===== config.mk =====
export PLATFORM = sky130hd
export DESIGN_NAME = uart_fifo_bridge
export DESIGN_NICKNAME = d
export VERILOG_FILES = /design/src/rtl/uart_defs.sv /design/src/rtl/uart_sync_fifo.sv /design/src/rtl/uart_fifo_bridge.sv
export SDC_FILE = /design/constraint.sdc
export NUM_CORES = 1
export LEC_CHECK = 0
export ABC_AREA = 1
export BUFFER_PORTS_ARGS = -buffer_cell sky130_fd_sc_hd__buf_2
export CAP_MARGIN = 20
export CORE_MARGIN = 1
export CORE_UTILIZATION = 40
export DETAILED_ROUTE_END_ITERATION = 12
export SLEW_MARGIN = 10
export SYNTH_ARGS = -nofsm -noshare
export SYNTH_HDL_FRONTEND = slang
export SYNTH_HIERARCHICAL = 1
export SYNTH_SLANG_ARGS = --single-unit
export TNS_END_PERCENT = 30

===== constraint.sdc =====
create_clock -name sys_clk -period 7.35 [get_ports sys_clk]
set_input_delay 1.1025 -clock sys_clk [delete_from_list [all_inputs] [get_ports sys_clk]]
set_output_delay 1.1025 -clock sys_clk [all_outputs]
set_load 0.01 [all_outputs]

===== src/rtl/uart_defs.sv =====
// Shared UART definitions: FSM state encoding and oversample checkpoints.
package uart_defs;

  typedef enum logic [1:0] {ST_IDLE, ST_START, ST_DATA, ST_STOP} uart_st_e;

  localparam logic [3:0] OS_MID  = 4'd7;
  localparam logic [3:0] OS_LAST = 4'd15;

  function automatic int cnt_w(input int n);
    return (n > 1) ? $clog2(n) : 1;
  endfunction

endpackage


===== src/rtl/uart_sync_fifo.sv =====
// Synchronous first-word-fall-through FIFO; one extra pointer bit separates full from empty.
module uart_sync_fifo #(
  parameter int WIDTH = 8,
  parameter int AW    = 4
) (
  input  logic             clk,
  input  logic             rst_n,
  input  logic             push,
  input  logic [WIDTH-1:0] wdata,
  input  logic             pop,
  output logic [WIDTH-1:0] rdata,
  output logic             full,
  output logic             empty,
  output logic [AW:0]      level
);

  logic [WIDTH-1:0] mem [2**AW];
  logic [AW:0]      wr_ptr, rd_ptr;
  logic             do_push, do_pop;

  assign empty   = (wr_ptr == rd_ptr);
  assign full    = (wr_ptr[AW] != rd_ptr[AW]) && (wr_ptr[AW-1:0] == rd_ptr[AW-1:0]);
  assign level   = wr_ptr - rd_ptr;
  assign rdata   = mem[rd_ptr[AW-1:0]];
  // A pop on a full FIFO frees the slot the same cycle, so push may land too.
  assign do_pop  = pop & ~empty;
  assign do_push = push & (~full | do_pop);

  always_ff @(posedge clk)
    if (do_push) mem[wr_ptr[AW-1:0]] <= wdata;

  always_ff @(posedge clk or negedge rst_n) begin
    if (!rst_n) begin
      wr_ptr <= '0;
      rd_ptr <= '0;
    end else begin
      if (do_push) wr_ptr <= wr_ptr + 1'b1;
      if (do_pop)  rd_ptr <= rd_ptr + 1'b1;
    end
  end

endmodule


===== src/rtl/uart_fifo_bridge.sv =====
// UART transceiver with RX/TX FIFOs, valid/ready host streams and internal echo path.
module uart_fifo_bridge
  import uart_defs::*;
#(
  parameter int CLK_HZ    = 50000000,
  parameter int BAUD      = 115200,
  parameter int DATA_BITS = 8,
  parameter int FIFO_AW   = 4
) (
  input  logic                 sys_clk,
  input  logic                 sys_rst_n,
  input  logic                 echo_en,
  input  logic [DATA_BITS-1:0] tx_data,
  input  logic                 tx_valid,
  output logic                 tx_ready,
  output logic [DATA_BITS-1:0] rx_data,
  output logic                 rx_valid,
  input  logic                 rx_ready,
  output logic                 rx_frame_err,
  output logic                 rx_overflow,
  output logic [FIFO_AW:0]     rx_level,
  output logic [FIFO_AW:0]     tx_level,
  input  logic                 uart_rx,
  output logic                 uart_tx
);

  localparam int         DIV       = CLK_HZ / (16 * BAUD);
  localparam int         TW        = cnt_w(DIV);
  localparam logic [3:0] BITS_LAST = 4'(DATA_BITS - 1);

  logic [TW-1:0] tick_cnt;
  logic          tick;

  assign tick = (tick_cnt == TW'(DIV - 1));

  always_ff @(posedge sys_clk or negedge sys_rst_n) begin
    if (!sys_rst_n)  tick_cnt <= '0;
    else if (tick)   tick_cnt <= '0;
    else             tick_cnt <= tick_cnt + 1'b1;
  end

  logic rx_s1, rx_s2, echo_q;

  always_ff @(posedge sys_clk or negedge sys_rst_n) begin
    if (!sys_rst_n) begin
      rx_s1  <= 1'b1;
      rx_s2  <= 1'b1;
      echo_q <= 1'b0;
    end else begin
      rx_s1  <= uart_rx;
      rx_s2  <= rx_s1;
      echo_q <= echo_en;
    end
  end

  logic                 rx_push, rx_pop, rx_full, rx_empty;
  logic                 tx_push, tx_pop, tx_full, tx_empty;
  logic [DATA_BITS-1:0] rx_sh, rx_head, tx_head, tx_wdata;
  logic                 echo_mv;

  // Echo moves at most one word per cycle and only while the host side is fenced off.
  assign echo_mv  = echo_q & ~rx_empty & ~tx_full;
  assign tx_ready = ~tx_full & ~echo_q;
  assign rx_valid = ~rx_empty & ~echo_q;
  assign rx_data  = rx_head;
  assign rx_pop   = echo_mv | (rx_valid & rx_ready);
  assign tx_push  = echo_mv | (tx_valid & tx_ready);
  assign tx_wdata = echo_mv ? rx_head : tx_data;

  uart_sync_fifo #(.WIDTH(DATA_BITS), .AW(FIFO_AW)) u_rx_fifo (
    .clk(sys_clk), .rst_n(sys_rst_n), .push(rx_push), .wdata(rx_sh), .pop(rx_pop),
    .rdata(rx_head), .full(rx_full), .empty(rx_empty), .level(rx_level)
  );

  uart_sync_fifo #(.WIDTH(DATA_BITS), .AW(FIFO_AW)) u_tx_fifo (
    .clk(sys_clk), .rst_n(sys_rst_n), .push(tx_push), .wdata(tx_wdata), .pop(tx_pop),
    .rdata(tx_head), .full(tx_full), .empty(tx_empty), .level(tx_level)
  );

  uart_st_e   rx_st;
  logic [3:0] rx_os, rx_bits;

  // rx_sh stays stable through the registered push: the next frame cannot shift for 8+ ticks.
  always_ff @(posedge sys_clk or negedge sys_rst_n) begin
    if (!sys_rst_n) begin
      rx_st        <= ST_IDLE;
      rx_os        <= '0;
      rx_bits      <= '0;
      rx_sh        <= '0;
      rx_push      <= 1'b0;
      rx_frame_err <= 1'b0;
      rx_overflow  <= 1'b0;
    end else begin
      rx_push      <= 1'b0;
      rx_frame_err <= 1'b0;
      rx_overflow  <= 1'b0;
      case (rx_st)
        ST_IDLE:
          if (!rx_s2) begin
            rx_st <= ST_START;
            rx_os <= '0;
          end
        ST_START:
          if (tick) begin
            if (rx_os == OS_MID) begin
              if (rx_s2) rx_st <= ST_IDLE;
              else begin
                rx_st   <= ST_DATA;
                rx_os   <= '0;
                rx_bits <= '0;
              end
            end else rx_os <= rx_os + 4'd1;
          end
        ST_DATA:
          if (tick) begin
            if (rx_os == OS_LAST) begin
              rx_os <= '0;
              rx_sh <= {rx_s2, rx_sh[DATA_BITS-1:1]};
              if (rx_bits == BITS_LAST) rx_st <= ST_STOP;
              else                      rx_bits <= rx_bits + 4'd1;
            end else rx_os <= rx_os + 4'd1;
          end
        ST_STOP:
          if (tick) begin
            if (rx_os == OS_LAST) begin
              rx_st <= ST_IDLE;
              if (!rx_s2)       rx_frame_err <= 1'b1;
              else if (rx_full) rx_overflow  <= 1'b1;
              else              rx_push      <= 1'b1;
            end else rx_os <= rx_os + 4'd1;
          end
        default: rx_st <= ST_IDLE;
      endcase
    end
  end

  uart_st_e             tx_st;
  logic [3:0]           tx_os, tx_bits;
  logic [DATA_BITS-1:0] tx_sh;

  // Popping at the end of STOP chains frames with no idle gap.
  assign tx_pop = ~tx_empty &
                  ((tx_st == ST_IDLE) | ((tx_st == ST_STOP) & tick & (tx_os == OS_LAST)));

  always_ff @(posedge sys_clk or negedge sys_rst_n) begin
    if (!sys_rst_n) begin
      tx_st   <= ST_IDLE;
      tx_os   <= '0;
      tx_bits <= '0;
      tx_sh   <= '0;
      uart_tx <= 1'b1;
    end else begin
      case (tx_st)
        ST_IDLE:
          if (tx_pop) begin
            tx_st   <= ST_START;
            tx_sh   <= tx_head;
            tx_os   <= '0;
            uart_tx <= 1'b0;
          end
        ST_START:
          if (tick) begin
            if (tx_os == OS_LAST) begin
              tx_st   <= ST_DATA;
              tx_os   <= '0;
              tx_bits <= '0;
              uart_tx <= tx_sh[0];
            end else tx_os <= tx_os + 4'd1;
          end
        ST_DATA:
          if (tick) begin
            if (tx_os == OS_LAST) begin
              tx_os <= '0;
              if (tx_bits == BITS_LAST) begin
                tx_st   <= ST_STOP;
                uart_tx <= 1'b1;
              end else begin
                tx_bits <= tx_bits + 4'd1;
                tx_sh   <= tx_sh >> 1;
                uart_tx <= tx_sh[1];
              end
            end else tx_os <= tx_os + 4'd1;
          end
        ST_STOP:
          if (tick) begin
            if (tx_os == OS_LAST) begin
              tx_os <= '0;
              if (tx_pop) begin
                tx_st   <= ST_START;
                tx_sh   <= tx_head;
                uart_tx <= 1'b0;
              end else tx_st <= ST_IDLE;
            end else tx_os <= tx_os + 4'd1;
          end
        default: tx_st <= ST_IDLE;
      endcase
    end
  end

endmodule


==> impl_metrics.env <==
export IMPL_outcome="finished clean"
export IMPL_cts_repair_timing_setup_buffer_count=0
export IMPL_grt_overflow_total=0
export IMPL_synth_compound_area_share_pct=1.94
export IMPL_cts_tree="built"
export IMPL_start_kind="flop"
export IMPL_mappedNetlistNets=1746
export IMPL_hold_ws_ns=0.361
export IMPL_timing_setup_tns_ns=0
export IMPL_post_route_drc_count=0
export IMPL_comb_power_share_pct=38.0
export IMPL_synth_adder_area_share_pct=2.57
export IMPL_drt_pass1_iterations=6
export IMPL_cp_data_required_time_ns=6.25
export IMPL_number_of_buffers_inserted_during_clock_tree_synthesis=35
export IMPL_cp_data_arrival_time_ns=3.02
export IMPL_floorplan_die_height_um=200
export IMPL_gr_max_usage_layer="met2"
export IMPL_cap_viol_max_count=0
export IMPL_post_drt_via_cell_ratio=4.78
export IMPL_place_detailed_hpwl_um=24000
export IMPL_via_count_of_the_first_global_routing_pass=10600
export IMPL_routed_length_per_placed_instance_um=16.2
export IMPL_use_met1_pct=24.0
export IMPL_port_buffers=36
export IMPL_netlist_area_um2=15700
export IMPL_synthesis_area_per_instance_um2=9.23
export IMPL_globalplace_congestion=0.848
export IMPL_ctsRootBufferMaster="sky130_fd_sc_hd__clkbuf_16"
export IMPL_slew_headroom_pct=30.4
export IMPL_final_seq_area_um2=9400
export IMPL_synthDistinctLibCells=42
export IMPL_floorplan_initialDensity_pct=40.6
export IMPL_ios=37
export IMPL_final_setup_skew_ns=0.0247
export IMPL_globalRouteMet3Util_pct=2.72
export IMPL_net_switching_power_mw=2.57
export IMPL_grt_antenna_before_repair=0
export IMPL_multiplexer_area_fraction_after_synthesis_pct=0
export IMPL_swShare_pct=38.8
export IMPL_timing_final_max_slew_violations=0
export IMPL_cts_htree_levels=2
export IMPL_post_layout_total_power_mw=6.61
export IMPL_die_width_um=200
export IMPL_yosys_most_used_dff="sky130_fd_sc_hd__edfxtp_1"
export IMPL_p_int_mw=4.04
export IMPL_grt_util_all_layers_pct=18.5
export IMPL_numClockSinks=324
export IMPL_numPlacedInstances=2208
export IMPL_synth_edff_count=256
export IMPL_fill_cells=3638
export IMPL_cp_max_fo=68
export IMPL_clk_path_buf_depth=3
export IMPL_cts_reportedPaths_clkPinSlew_ns=0.06
export IMPL_cts_hold_repair_buffers=0
export IMPL_largest_family_of_logic_cells_by_synthesized_area="simple AND/OR/NAND/NOR gates"
export IMPL_xor_xnor_fraction_of_synth_area_pct=1.34
export IMPL_vias=10900
export IMPL_final_layout_size_suffix_gt1_share_pct=8.78
export IMPL_post_route_period_util_pct=56.0
export IMPL_synth_simple_area_share_pct=24.5
export IMPL_grt_pass1_wl_um=57800
export IMPL_floorplan_die_area_um2=40100
export IMPL_detailedRoute_firstIterationViolations=789
export IMPL_rsz0062_at_grt="no"
export IMPL_antenna_diode_count=0
export IMPL_finalSetupViolCount=0
export IMPL_ant_nets=0
export IMPL_hold_class="reg -> reg"
export IMPL_synth_sequential_area_ratio_pct=59.8
export IMPL_placement_cell_area_um2=16300
export IMPL_floorplan_rows=72
export IMPL_timing_hold_violations_final=0
export IMPL_p_per_area_nw_per_um2=379
export IMPL_finalWirelength_um=36800
export IMPL_worst_slew_pin_slew_ns=1.04
export IMPL_fp_coreArea_um2=38600
export IMPL_post_synthesis_cells=1701
export IMPL_clock_latency_ns=0.54
export IMPL_criticalPathCategory="reg -> out"
export IMPL_grt_start_max_net_pins=69
export IMPL_end_kind="primary output"
export IMPL_pwr_share_clk_pct=26.3
export IMPL_ctsResizeCount=0
export IMPL_peakVddDrop_mv=0.207
export IMPL_ys_warn_count=6
export IMPL_synth_async_sr_flop_share_pct=21.0
export IMPL_ys_ff_latch=324
export IMPL_areaGrowthSynthToFinish_pct=11.0
export IMPL_multiInputGateArea_um2=4770
export IMPL_power_leakage_nw=7.97
export IMPL_post_layout_nonfiller_instances=2272
export IMPL_fmax_mhz=243
export IMPL_finalCriticalPeriod_ns=4.12
export IMPL_finish_net_count=1773
export IMPL_pwr_share_seq_pct=35.7
export IMPL_final_area_um2=17400
export IMPL_met2_usage_pct=32.0
==> through the flow <==
step / setup slack [ns] / util (%)
CTS: 3.20 / 45.1
finish: 3.23 / 45.1
detailed placement: 3.21 / 42.1
global route: 2.96 / 45.1
global placement: 3.22 / 42.1
floorplan: 4.13 / -
==> per-layer routing <==
layer / up-vias / wire length (um) / part of all wire, %
li1: 5407 / - / -
met1: 5129 / 16100 / 44
met2: 260 / 18200 / 49
met3: 57 / 1600 / 4.3
met4: 0 / 882 / 2.4
met5: - / 0 / 0
==> power groups by stage <==
stage,combinational (mW),clock [mW],sequential [mW]
after floorplan,1.78,0,2.37
after global placement,2.49,0,2.39
after detailed placement,2.51,0,2.40
after CTS,2.52,1.79,2.36
after global routing,2.80,1.84,2.38
final,2.51,1.74,2.36
==> cell families after synthesis <==
| family | count (synthesis) |
|---|---|
| fa+ha+maj | 31 |
| simple gates | 891 |
| buf+inv | 379 |
| compound gates | 52 |
| flops | 324 |
| xor+xnor | 24 |
==> path summary, 6_finish.rpt <==
check | from | endpoint | slack (ns) | depth (start not counted)
worst min-delay path | rx_s1 | rx_s2 | 0.36 | 0
worst min register to register | rx_s1 | rx_s2 | 0.36 | 0
min in group asynchronous | sys_rst_n | rx_overflow | 0.70 | 1
max in group asynchronous | sys_rst_n | u_tx_fifo/rd_ptr[0] | 6.01 | 1
worst max-delay path | u_rx_fifo/rd_ptr[0] | rx_data[1] | 3.23 | 9
worst max register to register | u_tx_fifo/rd_ptr[1] | u_rx_fifo/mem[12][6] | 3.25 | 11
==> synth_stat cells, drive strengths merged, types with 3 or more instances <==
| cell type | count | area share [%] |
|---|---|---|
| nor2 | 66 | 2.0 |
| dfrtp | 65 | 10 |
| nand3 | 207 | 6.6 |
| nand2 | 600 | 15 |
| buf | 49 | 1.9 |
| inv | 320 | 7.6 |
| nand4 | 9 | 0.55 |
| o21ai | 36 | 1.2 |
| edfxtp | 256 | 49 |
| dfstp | 3 | 0.50 |
| clkbuf | 8 | 0.19 |
| xor2 | 23 | 1.3 |
| a21oi | 11 | 0.52 |
| ha | 29 | 2.3 |
| nor3 | 4 | 0.16 |
==> layout by cell type (no fill, tap or decap), types with 2 or more instances in the layout <==
| cell | netlist | layout |
|---|---|---|
| sky130_fd_sc_hd__a21oi_1 | 6 | 6 |
| sky130_fd_sc_hd__a21oi_2 | 4 | 4 |
| sky130_fd_sc_hd__buf_2 | 31 | 35 |
| sky130_fd_sc_hd__buf_4 | 11 | 11 |
| sky130_fd_sc_hd__bufinv_16 | 0 | 4 |
| sky130_fd_sc_hd__clkbuf_1 | 8 | 10 |
| sky130_fd_sc_hd__clkbuf_16 | 0 | 36 |
| sky130_fd_sc_hd__clkinv_1 | 2 | 8 |
| sky130_fd_sc_hd__clkinv_2 | 0 | 5 |
| sky130_fd_sc_hd__dfrtp_1 | 65 | 63 |
| sky130_fd_sc_hd__dfrtp_2 | 0 | 2 |
| sky130_fd_sc_hd__dfstp_2 | 3 | 3 |
| sky130_fd_sc_hd__edfxtp_1 | 256 | 256 |
| sky130_fd_sc_hd__fa_1 | 2 | 2 |
| sky130_fd_sc_hd__ha_1 | 29 | 29 |
| sky130_fd_sc_hd__inv_1 | 308 | 308 |
| sky130_fd_sc_hd__inv_2 | 12 | 12 |
| sky130_fd_sc_hd__nand2_1 | 579 | 579 |
| sky130_fd_sc_hd__nand2_2 | 13 | 13 |
| sky130_fd_sc_hd__nand2_4 | 8 | 8 |
| sky130_fd_sc_hd__nand3_1 | 207 | 207 |
| sky130_fd_sc_hd__nand4_1 | 7 | 7 |
| sky130_fd_sc_hd__nand4_4 | 2 | 2 |
| sky130_fd_sc_hd__nor2_1 | 58 | 58 |
| sky130_fd_sc_hd__nor2_4 | 5 | 5 |
| sky130_fd_sc_hd__nor2_8 | 2 | 2 |
| sky130_fd_sc_hd__nor3_1 | 3 | 3 |
| sky130_fd_sc_hd__o21ai_0 | 22 | 14 |
| sky130_fd_sc_hd__o21ai_1 | 12 | 18 |
| sky130_fd_sc_hd__o21ai_2 | 2 | 4 |
| sky130_fd_sc_hd__o31ai_1 | 2 | 2 |
| sky130_fd_sc_hd__or2_2 | 2 | 2 |
| sky130_fd_sc_hd__xor2_1 | 23 | 23 |
==> cell type report <==
class | count | area share [%]
clock buffer | 46 | 5.38
clock inverter | 17 | 1.11
inverter | 322 | 6.93
multi-input combinational | 998 | 27.4
sequential | 324 | 53.9
tap | 518 | 3.72
timing repair buffer | 47 | 1.59
==> registers in the layout, summed over array words and instances (netlist names), named ones only <==
| register | flops |
|---|---|
| echo_q | 1 |
| rx_os | 4 |
| uart_tx | 1 |
| rx_s2 | 1 |
| rx_overflow | 1 |
| rx_s1 | 1 |
| tx_st | 2 |
| rx_push | 1 |
| tick_cnt | 5 |
| u_rx_fifo/rd_ptr | 5 |
| rx_sh | 8 |
| tx_sh | 8 |
| u_tx_fifo/rd_ptr | 5 |
| u_rx_fifo/mem | 128 |
| rx_bits | 4 |
| u_rx_fifo/wr_ptr | 5 |
| tx_bits | 4 |
| tx_os | 4 |
| u_tx_fifo/mem | 128 |
| u_tx_fifo/wr_ptr | 5 |
| rx_st | 1 |
| rx_frame_err | 1 |
==> worst max-delay path, stage by stage (launching register included) <==
cell,delay [ns]
sky130_fd_sc_hd__dfrtp_2,0.39
sky130_fd_sc_hd__buf_4,0.33
sky130_fd_sc_hd__inv_2,0.85
sky130_fd_sc_hd__nand2_1,0.13
sky130_fd_sc_hd__nand2_1,0.12
sky130_fd_sc_hd__nand2_1,0.06
sky130_fd_sc_hd__nand3_1,0.11
sky130_fd_sc_hd__nand3_1,0.12
sky130_fd_sc_hd__nand2_1,0.17
sky130_fd_sc_hd__buf_2,0.16
Note: power is estimated with default switching activity, not from simulation.
